### src/rtl/inta_sequencer.sv
// 8086-style interrupt acknowledge sequencer: two INTA pulses, vector capture, valid/ack handoff.
// Optional build macro INTA_SPURIOUS_EN runs the full cycle even if INT dropped before confirmation.
module inta_sequencer #(
    parameter int unsigned PULSE_CYCLES = 2,
    parameter int unsigned GAP_CYCLES   = 2
) (
    input  logic       clock,
    input  logic       reset,
    input  logic       INT,
    input  logic       int_enable,
    input  logic [7:0] data_bus,
    output logic       INTA,
    output logic [7:0] vector,
    output logic       vector_valid,
    input  logic       vector_ack,
    output logic       spurious,
    output logic       busy
);

    localparam logic [7:0] PULSE_LOAD = 8'(PULSE_CYCLES - 1);
    localparam logic [7:0] GAP_LOAD   = 8'(GAP_CYCLES - 1);

    typedef enum logic [2:0] {
        IDLE,
        SYNC,
        PULSE1,
        GAP,
        PULSE2,
        HOLD
    } state_t;

    state_t      state_q, state_d;
    logic [7:0]  cnt_q, cnt_d;
    logic        int_meta_q, int_meta_d;
    logic        int_sync_q, int_sync_d;
    logic        inta_q, inta_d;
    logic [7:0]  vector_q, vector_d;
    logic        valid_q, valid_d;
    logic        busy_q, busy_d;
`ifdef INTA_SPURIOUS_EN
    logic        spur_pend_q, spur_pend_d;
    logic        spurious_q, spurious_d;
`endif

    always_comb begin
        int_meta_d = INT;
        int_sync_d = int_meta_q;
        state_d    = state_q;
        cnt_d      = cnt_q;
        inta_d     = inta_q;
        vector_d   = vector_q;
        valid_d    = valid_q;
`ifdef INTA_SPURIOUS_EN
        spur_pend_d = spur_pend_q;
        spurious_d  = spurious_q;
`endif
        case (state_q)
            IDLE: begin
                if (int_sync_q && int_enable && !valid_q) begin
                    state_d = SYNC;
                end
            end
            SYNC: begin
                if (int_enable && int_sync_q) begin
                    state_d = PULSE1;
                    cnt_d   = PULSE_LOAD;
                    inta_d  = 1'b0;
`ifdef INTA_SPURIOUS_EN
                    spur_pend_d = 1'b0;
`endif
                end
`ifdef INTA_SPURIOUS_EN
                // The PIC answers a vanished request with its IR7 vector; run the cycle anyway.
                else if (int_enable) begin
                    state_d     = PULSE1;
                    cnt_d       = PULSE_LOAD;
                    inta_d      = 1'b0;
                    spur_pend_d = 1'b1;
                end
`endif
                else begin
                    state_d = IDLE;
                end
            end
            PULSE1: begin
                if (cnt_q == 8'd0) begin
                    state_d = GAP;
                    cnt_d   = GAP_LOAD;
                    inta_d  = 1'b1;
                end else begin
                    cnt_d = cnt_q - 8'd1;
                end
            end
            GAP: begin
                if (cnt_q == 8'd0) begin
                    state_d = PULSE2;
                    cnt_d   = PULSE_LOAD;
                    inta_d  = 1'b0;
                end else begin
                    cnt_d = cnt_q - 8'd1;
                end
            end
            PULSE2: begin
                // Vector is sampled on the final clock of the second pulse.
                if (cnt_q == 8'd0) begin
                    state_d  = HOLD;
                    inta_d   = 1'b1;
                    vector_d = data_bus;
                    valid_d  = 1'b1;
`ifdef INTA_SPURIOUS_EN
                    spurious_d = spur_pend_q;
`endif
                end else begin
                    cnt_d = cnt_q - 8'd1;
                end
            end
            HOLD: begin
                if (vector_ack) begin
                    state_d = IDLE;
                    valid_d = 1'b0;
`ifdef INTA_SPURIOUS_EN
                    spurious_d = 1'b0;
`endif
                end
            end
            default: begin
                state_d = IDLE;
                inta_d  = 1'b1;
                valid_d = 1'b0;
            end
        endcase
        busy_d = (state_d != IDLE);
    end

    always_ff @(posedge clock or posedge reset) begin
        if (reset) begin
            state_q    <= IDLE;
            cnt_q      <= 8'd0;
            int_meta_q <= 1'b0;
            int_sync_q <= 1'b0;
            inta_q     <= 1'b1;
            vector_q   <= 8'h00;
            valid_q    <= 1'b0;
            busy_q     <= 1'b0;
`ifdef INTA_SPURIOUS_EN
            spur_pend_q <= 1'b0;
            spurious_q  <= 1'b0;
`endif
        end else begin
            state_q    <= state_d;
            cnt_q      <= cnt_d;
            int_meta_q <= int_meta_d;
            int_sync_q <= int_sync_d;
            inta_q     <= inta_d;
            vector_q   <= vector_d;
            valid_q    <= valid_d;
            busy_q     <= busy_d;
`ifdef INTA_SPURIOUS_EN
            spur_pend_q <= spur_pend_d;
            spurious_q  <= spurious_d;
`endif
        end
    end

    assign INTA         = inta_q;
    assign vector       = vector_q;
    assign vector_valid = valid_q;
    assign busy         = busy_q;
`ifdef INTA_SPURIOUS_EN
    assign spurious     = spurious_q;
`else
    assign spurious     = 1'b0;
`endif

endmodule

### config.mk
export PLATFORM = sky130hd
export DESIGN_NAME = inta_sequencer
export DESIGN_NICKNAME = d
export VERILOG_FILES = /design/src/rtl/inta_sequencer.sv
export SDC_FILE = /design/constraint.sdc
export NUM_CORES = 1
export LEC_CHECK = 0
export CAP_MARGIN = 5
export CELL_PAD_IN_SITES_DETAIL_PLACEMENT = 1
export CELL_PAD_IN_SITES_GLOBAL_PLACEMENT = 1
export CORE_MARGIN = 5
export CORE_UTILIZATION = 35
export CTS_CLUSTER_SIZE = 8
export DETAILED_ROUTE_END_ITERATION = 8
export PLACE_DENSITY = 0.8
export SLEW_MARGIN = 20
export SYNTH_ARGS = -nofsm -noshare
export SYNTH_HDL_FRONTEND = slang
export SYNTH_SLANG_ARGS = --single-unit
export TNS_END_PERCENT = 20
### constraint.sdc
create_clock -name clock -period 1.75 [get_ports clock]
set_input_delay 0.35 -clock clock [delete_from_list [all_inputs] [get_ports clock]]
set_output_delay 0.35 -clock clock [all_outputs]
set_load 0.03 [all_outputs]
# Yosys cells after proc, flatten, opt, wreduce, memory -nomap -nowiden
# Cells that the tools add are included.
op_classes:
  n_addsub: 1
  eq_ne: 11
  muxes: 17
  bitwise: 2
  reduce_logical: 15
ops:
  columns: ["operator", "count"]
  rows:
  - ["8-bit two-way mux", 3]
  - ["8-bit case mux with 3 select lines", 1]
  - ["3-bit case mux with 6 select lines", 1]
  - ["3-bit two-way mux", 5]
  - ["2-bit inequality test, second input constant", 5]
  - ["8-bit zero test", 1]
  - ["8-bit by 1-bit subtractor with 8-bit output, second input constant", 1]
  - ["3-bit by 2-bit == test with 1-bit output, second input constant", 2]
  - ["3-bit == test, second input constant", 2]
  - ["3-bit AND reduction", 2]
  - ["3-bit nonzero test", 2]
  - ["2-bit OR reduction", 3]
  - ["1-bit two-way mux", 4]
  - ["1-bit case mux with 4 select lines", 1]
  - ["4-bit AND reduction", 1]
  - ["4-bit OR reduction", 1]
  - ["3-bit by 1-bit == test with 1-bit output, second input constant", 1]
  - ["3-bit zero test", 1]
  - ["1-bit case mux with 3 select lines", 1]
  - ["1-bit logical AND", 2]
  - ["2-bit two-way mux", 1]
  - ["2-bit by 1-bit inequality test with 1-bit output, second input constant", 1]
  - ["1-bit NOT", 2]
  - ["2-bit AND reduction", 1]
  - ["1-bit zero test", 1]
word_totals:
  ff_bits: 24

# Logic depth before layout (Yosys ltp)
# Gate-level depths: netlist of run 1.
logic_depth:
  word_depth: 5
  mapped_depth: 6

# Worst setup path before layout of run 1
# Ideal clock, no wire load.
synth_path:
  path_kind: "reg2reg"
  start: "reg cnt_q[0]"
  end: "reg vector_q[0], in the netlist vector[0]"
  arrival_time_ns: 1.693
  required_time_ns: 1.625
  path_slack_ns: -0.068
  stages_incl_launch_ff: 7
  n_path_buf: 0
  synth_period_minus_slack_ns: 1.818
  cell_sequence: "dfrtp_1 -> inv_1 -> ha_1 -> or3b_2 -> nor2_4 -> nand2_4 -> mux2_4"
synth_between:
  elab_chain_cells: 2
synth_lines:
  columns: ["element", "line_no", "rtl"]
  rows:
  - ["from (decl)", "33", "logic [7:0] cnt_q, cnt_d;"]
  - ["from (signal assigned)", "151", "cnt_q <= cnt_d;"]
  - ["8-bit zero test", "105", "if (cnt_q == 8'd0) begin"]
  - ["2-bit AND reduction (no source line)", null, null]
  - ["to (signal assigned)", "155", "vector_q <= vector_d;"]
  - ["to (decl)", "37", "logic [7:0] vector_q, vector_d;"]
# Every way passes these cells.
# A chain may end at the register's enable or synchronous reset.

# Final worst setup path of run 1
layout_path:
  start: "reg cnt_q[1]"
  end: "reg vector_q[5], in the netlist vector[5]"
# Same word-level chain as after synthesis.

==> results.py, run 1 <==
metrics = {
    "run_status": {
        "status": "complete, but fails checks",
        "violations": "negative setup slack",
    },
    "global_route": {
        "grt_use_total": 0.1529,
        "antenna_found_initial": 0,
        "grt_max_degree": 18,
        "grt_pass1_vias": 1274,
        "grt_first_pass_wirelength_mm": 6.279,
        "gr-total-overflow": 0,
    },
    "worst_setup_path": {
        "crit_chain": "inv_2 -> ha_4 -> or3b_4 -> nor2_4 -> nand2_8 -> mux2_4",
        "critPathSlowestCell": "or3b_4",
        "endpoint_kind": "register",
        "path_max_fanout": 8,
        "timing.rr.start": "cnt_q[1]",
        "crit_buf_inv": 1,
        "critical_path_arrival_ns": 1.95,
        "path_class": "register to register",
        "start_kind": "register",
        "critPathMaxStageDelay_ns": 0.43,
        "r2r_setup_slack_ns": -0.04,
        "critPathRequiredTime_ns": 1.92,
        "crit_start": "cnt_q[1]",
        "cp_top_family": "simple AND/OR/NAND/NOR gates",
        "crit_cells": 6,
        "ff2ff_path_depth": 6,
    },
    "detailed_routing": {
        "ant_nets": 0,
        "drc_errors": 0,
        "met1_length_mm": 1.615,
        "dr.pass1.iters": 4,
        "route.met3.wl_um": 191,
        "dr_wl_met2_mm": 1.960,
        "routed_via_density": 5.321,
        "drt-total-wl_mm": 3.829,
        "drt_iter0_drc": 61,
        "num_vias": 1160,
        "top_layer_used": "met4",
        "wire_per_inst_um": 17.56,
    },
    "yosys": {
        "synthDistinctLibCells": 45,
        "synth_top_family_by_area": "simple AND/OR/NAND/NOR gates",
        "syn_nets": 141,
        "yosysSeqAreaShare": 0.4559,
        "yosysWarnings": 0,
        "synth_xor_area_frac": 0.006635,
        "syn_area_mm2": 0.001320,
        "muxShareOfSynthArea": 0.1213,
        "yosys.area_share.simple": 0.1953,
        "synth_compound_area_frac": 0.1735,
        "synth_fa_ha_area_frac": 0.009479,
        "avgSynthCellArea_um2": 10.39,
        "synth-seq-cells": 24,
        "postSynthCellCount": 127,
    },
    "clock_tree": {
        "cts_sinks": 24,
        "htreeDepth": 1,
        "clk_pin_slew_ns": 0.09,
        "root_buffer": "clkbuf_8",
        "clk_latency_ns": 0.28,
        "cts_tree": "done",
        "cts_hold_buf": 0,
        "numCtsBuffers": 3,
        "cts_buffer_depth": 2,
    },
    "power": {
        "leakagePower_nw": 0.8106,
        "peakVddDrop_mv": 0.7824,
        "power_density_mw_per_mm2": 1364,
    },
    "floorplan": {
        "core_area_mm2": 0.003661,
        "die_area_mm2": 0.005099,
        "die_x_um": 71.41,
        "start_util": 0.3606,
        "fp.dieH_um": 71.41,
        "io_pins": 25,
        "std_cell_rows": 22,
    },
    "min_path": {
        "hp-class": "input port to async pin",
    },
    "finish": {
        "final_layout_size_suffix_gt1_frac": 0.3000,
        "nFillCells": 396,
        "nNetsFinal": 185,
        "stdcell_count": 218,
        "layout_common_cells": "dfrtp_1, clkdlybuf4s50_1, buf_4",
        "final_util": 0.5232,
        "multi_input_area_um2": 744.5,
        "regArea_um2": 601.8,
        "final_common_cell": "dfrtp_1",
        "area_delta_synth_final_pct": 45.12,
        "antenna_cells": 0,
    },
    "timing": {
        "whs_ns": 0.3401,
        "postLayoutSetupSlackWorst_ns": -0.03804,
        "setup-tns-final_ns": -0.2496,
        "fin_crit_ns": 1.788,
        "rsz0062_at_grt": "yes",
        "setup_violations": 9,
        "hold_viol_final": 0,
        "maxSlewViolCount": 0,
        "skew_ns": 0.004794,
        "fmax_mhz": 559.3,
        "period_share": 1.022,
    },
    "place": {
        "io_buffers": 23,
        "post-place-cells": 211,
        "pre_cts_ws_ns": -0.2030,
        "dp_hpwl_mm": 2.618,
        "gp_congestion": 0.8628,
    },
    "job": {
        "maxCapViolCount": 0,
    },
}
## Yosys cell counts (all sizes together)
cell type | instances | area, um2
dfrtp | 23 | 575.6
nor2 | 13 | 56.30
o21ai | 12 | 63.81
a21oi | 8 | 40.04
mux2 | 8 | 120.1
nand2 | 8 | 37.54
inv | 5 | 18.77
clkbuf | 4 | 15.01
mux2i | 4 | 40.04
o21bai | 4 | 30.03
nand3 | 3 | 15.01
or3 | 3 | 18.77
a21boi | 2 | 15.01
a31oi | 2 | 12.51
buf | 2 | 12.51
nor3 | 2 | 15.01
nor3b | 2 | 31.28
o22ai | 2 | 12.51
or2 | 2 | 12.52
a22oi | 1 | 7.510
a2bb2oi | 1 | 8.760
a32oi | 1 | 8.760
and3 | 1 | 6.260
and4 | 1 | 8.760
and4b | 1 | 10.01
conb | 1 | 3.750
dfstp | 1 | 26.28
ha | 1 | 12.51
nand2b | 1 | 6.260
nand3b | 1 | 7.510
nor4 | 1 | 12.51
o221a | 1 | 11.26
o22a | 1 | 8.760
o32a | 1 | 10.01
or3b | 1 | 8.760
or4 | 1 | 11.26
xnor2 | 1 | 8.760
## layer usage
layer | vias to the layer above | GRT usage
li1 | 539 | -
met1 | 583 | 0.1938
met2 | 32 | 0.2602
met3 | 6 | 0.04488
met4 | 0 | 0.02714
met5 | - | 0
## cells by family after synthesis
group / Yosys count
other: 1
xor gates and xnor gates: 1
AOI/OAI and AO/OA: 36
adders and majority gates: 1
and+or+nand+nor: 41
DFF: 24
buffers and inverters: 11
muxes: 12
## path summary, 6_finish.rpt
path                               to
max reg2reg                 vector[5]
max                         vector[5]
min reg2reg                int_sync_q
max in group asynchronous   vector[4]
min in group clock         int_sync_q
min                        state_q[2]
## stage by stage
| step | instance area (um2) | total power [mW] |
|---|---|---|
| after floorplan | 1323 | 1.438 |
| after global placement | 1740 | 1.867 |
| after detailed placement | 1740 | 1.917 |
| after CTS | 1817 | 2.428 |
| after global routing | 1916 | 2.767 |
| final | 1916 | 2.613 |
## cell type report
type	count	area share
clock buffers	3	0.02155
clock inverters	1	0.01568
inverters	5	0.009798
multi-input cells	92	0.3886
flip-flops and latches	24	0.3142
well taps	48	0.03135
repair buffers	45	0.2188
## flip-flops by register name, summed over array words and instances (netlist names)
register / count
INTA: 1
busy: 1
cnt_q: 8
int_meta_q: 1
int_sync_q: 1
state_q: 3
vector: 8
vector_valid: 1
## report_power, final
part	switching [mW]	internal, mW	leakage [nW]
Clock	0.196	0.307	0.0357
Sequential	0.171	0.713	0.285
Combinational	0.608	0.619	0.490
Total	0.974	1.64	0.811
## timing repair
item | in CTS | in global routing
setup endpoints to repair | 16 | 21
gates cloned | 0 | 0
gates resized for setup | 2 | 17
endpoints found under the hold margin | 0 | 0
pin swaps | 0 | 7
setup buffers | 0 | 3
Power figures use the tool's default switching activity.
==> run 2: changes to the inputs <==
--- a/config.mk
+++ b/config.mk
@@ -5,14 +5,14 @@
 export SDC_FILE = /design/constraint.sdc
 export NUM_CORES = 1
 export LEC_CHECK = 0
-export CAP_MARGIN = 5
+export CAP_MARGIN = 25
 export CELL_PAD_IN_SITES_DETAIL_PLACEMENT = 1
 export CELL_PAD_IN_SITES_GLOBAL_PLACEMENT = 1
 export CORE_MARGIN = 5
 export CORE_UTILIZATION = 35
 export CTS_CLUSTER_SIZE = 8
 export DETAILED_ROUTE_END_ITERATION = 8
-export PLACE_DENSITY = 0.8
+export PLACE_DENSITY = 0.83
 export SLEW_MARGIN = 20
 export SYNTH_ARGS = -nofsm -noshare
 export SYNTH_HDL_FRONTEND = slang
==> run 2 against run 1 <==
Sequential power down 2%. Combinational power about the same. Cell count unchanged. The flow still finishes with violations (negative setup slack). Critical endpoint is now vector[4]. Highest routed layer unchanged. Sequential cell count unchanged.
==> results.py, run 2 (synthesis results as in run 1) <==
metrics = {
    "detailed_routing": {
        "dr.pass1.iters": 4,
        "wire_per_inst_um": 17.06,
        "ant_nets": 0,
        "drc_errors": 0,
        "drt-total-wl_mm": 3.720,
        "num_vias": 1139,
        "drt_iter0_drc": 41,
        "routed_via_density": 5.225,
    },
    "run_status": {
        "status": "complete, but fails checks",
        "violations": "negative setup slack",
    },
    "finish": {
        "final_common_cell": "dfrtp_1",
        "area_delta_synth_final_pct": 42.56,
        "antenna_cells": 0,
        "nNetsFinal": 185,
        "final_layout_size_suffix_gt1_frac": 0.3176,
        "layout_common_cells": "dfrtp_1, clkdlybuf4s50_1, buf_4",
        "nFillCells": 408,
        "stdcell_count": 218,
    },
    "place": {
        "post-place-cells": 209,
        "io_buffers": 23,
        "gp_congestion": 0.8807,
        "dp_hpwl_mm": 2.682,
    },
    "clock_tree": {
        "cts_sinks": 24,
        "cts_tree": "done",
        "cts_buffer_depth": 2,
        "htreeDepth": 1,
        "cts_hold_buf": 0,
        "numCtsBuffers": 3,
        "clk_latency_ns": 0.26,
        "clk_pin_slew_ns": 0.09,
        "root_buffer": "clkbuf_8",
    },
    "worst_setup_path": {
        "path_class": "register to register",
        "critical_path_arrival_ns": 1.91,
        "endpoint_kind": "register",
        "path_max_fanout": 8,
        "critPathRequiredTime_ns": 1.91,
        "start_kind": "register",
    },
    "timing": {
        "period_share": 1.002,
        "setup_violations": 4,
        "fin_crit_ns": 1.754,
        "postLayoutSetupSlackWorst_ns": -0.004313,
        "skew_ns": 0.002185,
        "rsz0062_at_grt": "yes",
        "hold_viol_final": 0,
        "fmax_mhz": 570.0,
        "maxSlewViolCount": 0,
    },
    "global_route": {
        "antenna_found_initial": 0,
        "grt_first_pass_wirelength_mm": 6.168,
        "grt_use_total": 0.1516,
        "gr-total-overflow": 0,
        "grt_pass1_vias": 1270,
        "grt_max_degree": 18,
    },
    "power": {
        "clkPwrFrac": 0.155,
        "p_int_mw": 1.529,
        "swShare": 0.3790,
        "power_density_mw_per_mm2": 1308,
        "leakagePower_nw": 0.8071,
        "p_sw_uw": 933.3,
        "seq_power_share": 0.351,
        "combPwrFrac": 0.493,
        "peakVddDrop_mv": 0.5602,
        "power_mw": 2.462,
    },
    "min_path": {
        "hp-class": "input port to async pin",
    },
    "floorplan": {
        "core_area_mm2": 0.003661,
        "io_pins": 25,
        "die_area_mm2": 0.005099,
        "fp.dieH_um": 71.41,
        "die_x_um": 71.41,
        "std_cell_rows": 22,
        "start_util": 0.3606,
    },
    "job": {
        "maxCapViolCount": 0,
    },
}
-- run 2: final cells by class --
class / count / area [um2] / area share
clock buffer: 4 / 55.05 / 0.02926
inverter: 5 / 18.77 / 0.009973
multi-input combinational: 92 / 737.0 / 0.3916
sequential: 24 / 601.8 / 0.3198
tap: 48 / 60.06 / 0.03191
timing repair buffer: 45 / 409.1 / 0.2174
-- run 2: worst paths after layout --
kind / start / end / slack, ns / depth (start not counted)
setup reg to reg: cnt_q[0] / vector[4] / -0.004 / 6
setup / recovery: cnt_q[0] / vector[4] / -0.004 / 6
max in group asynchronous: reset / cnt_q[3] / 1.00 / 3
hold reg to reg: int_meta_q / int_sync_q / 0.35 / 0
min in group clock: int_meta_q / int_sync_q / 0.35 / 0
hold / removal: reset / state_q[0] / 0.35 / 2
-- run 2: repair_timing --
item,CTS,global route
buffers inserted,4,1
gates cloned,0,0
gates resized for setup,4,12
pin swaps,3,4
hold endpoints to repair,0,0
endpoints found under the setup margin,16,21
-- run 2: metal layers --
metal  vias to the layer above  global-route usage  wire length, um
li1                        544                   -                -
met1                       566              0.1876             1596
met2                        25              0.2612             1934
met3                         4             0.03366              144
met4                         0             0.04802               44
met5                         -                   0                0
-- run 2: power groups by stage --
| stage | combinational (mW) | clock [mW] | sequential, mW |
|---|---|---|---|
| 2_1_floorplan | 0.481 | 0 | 0.956 |
| 3_3_place_gp | 1.00 | 0 | 0.841 |
| 3_5_place_dp | 1.04 | 0 | 0.851 |
| 4_1_cts | 1.10 | 0.391 | 0.849 |
| 5_1_grt | 1.31 | 0.412 | 0.891 |
| 6_report | 1.21 | 0.382 | 0.865 |
-- run 2: stage by stage --
step	utilization	hold slack (ns)	cell area, um2	setup TNS (ns)	worst slack [ns]
floorplan	-	0.3312	1323	0	0.05561
global placement	0.4713	0.3330	1725	-0.4089	-0.1161
detailed placement	0.4713	0.3364	1725	-1.760	-0.2422
CTS	0.4966	0.3560	1818	-0.3951	-0.04942
global route	0.5140	0.3712	1882	-0.5385	-0.06358
finish	0.5140	0.3472	1882	-0.008256	-0.004313
-- run 2: critical path, cell delays in order, from the launching register on --
cell and delay, ns:
dfrtp_1 0.40, inv_2 0.09, ha_4 0.14, or3b_4 0.44
nor2_4 0.14, nand2_4 0.12, mux2_4 0.32
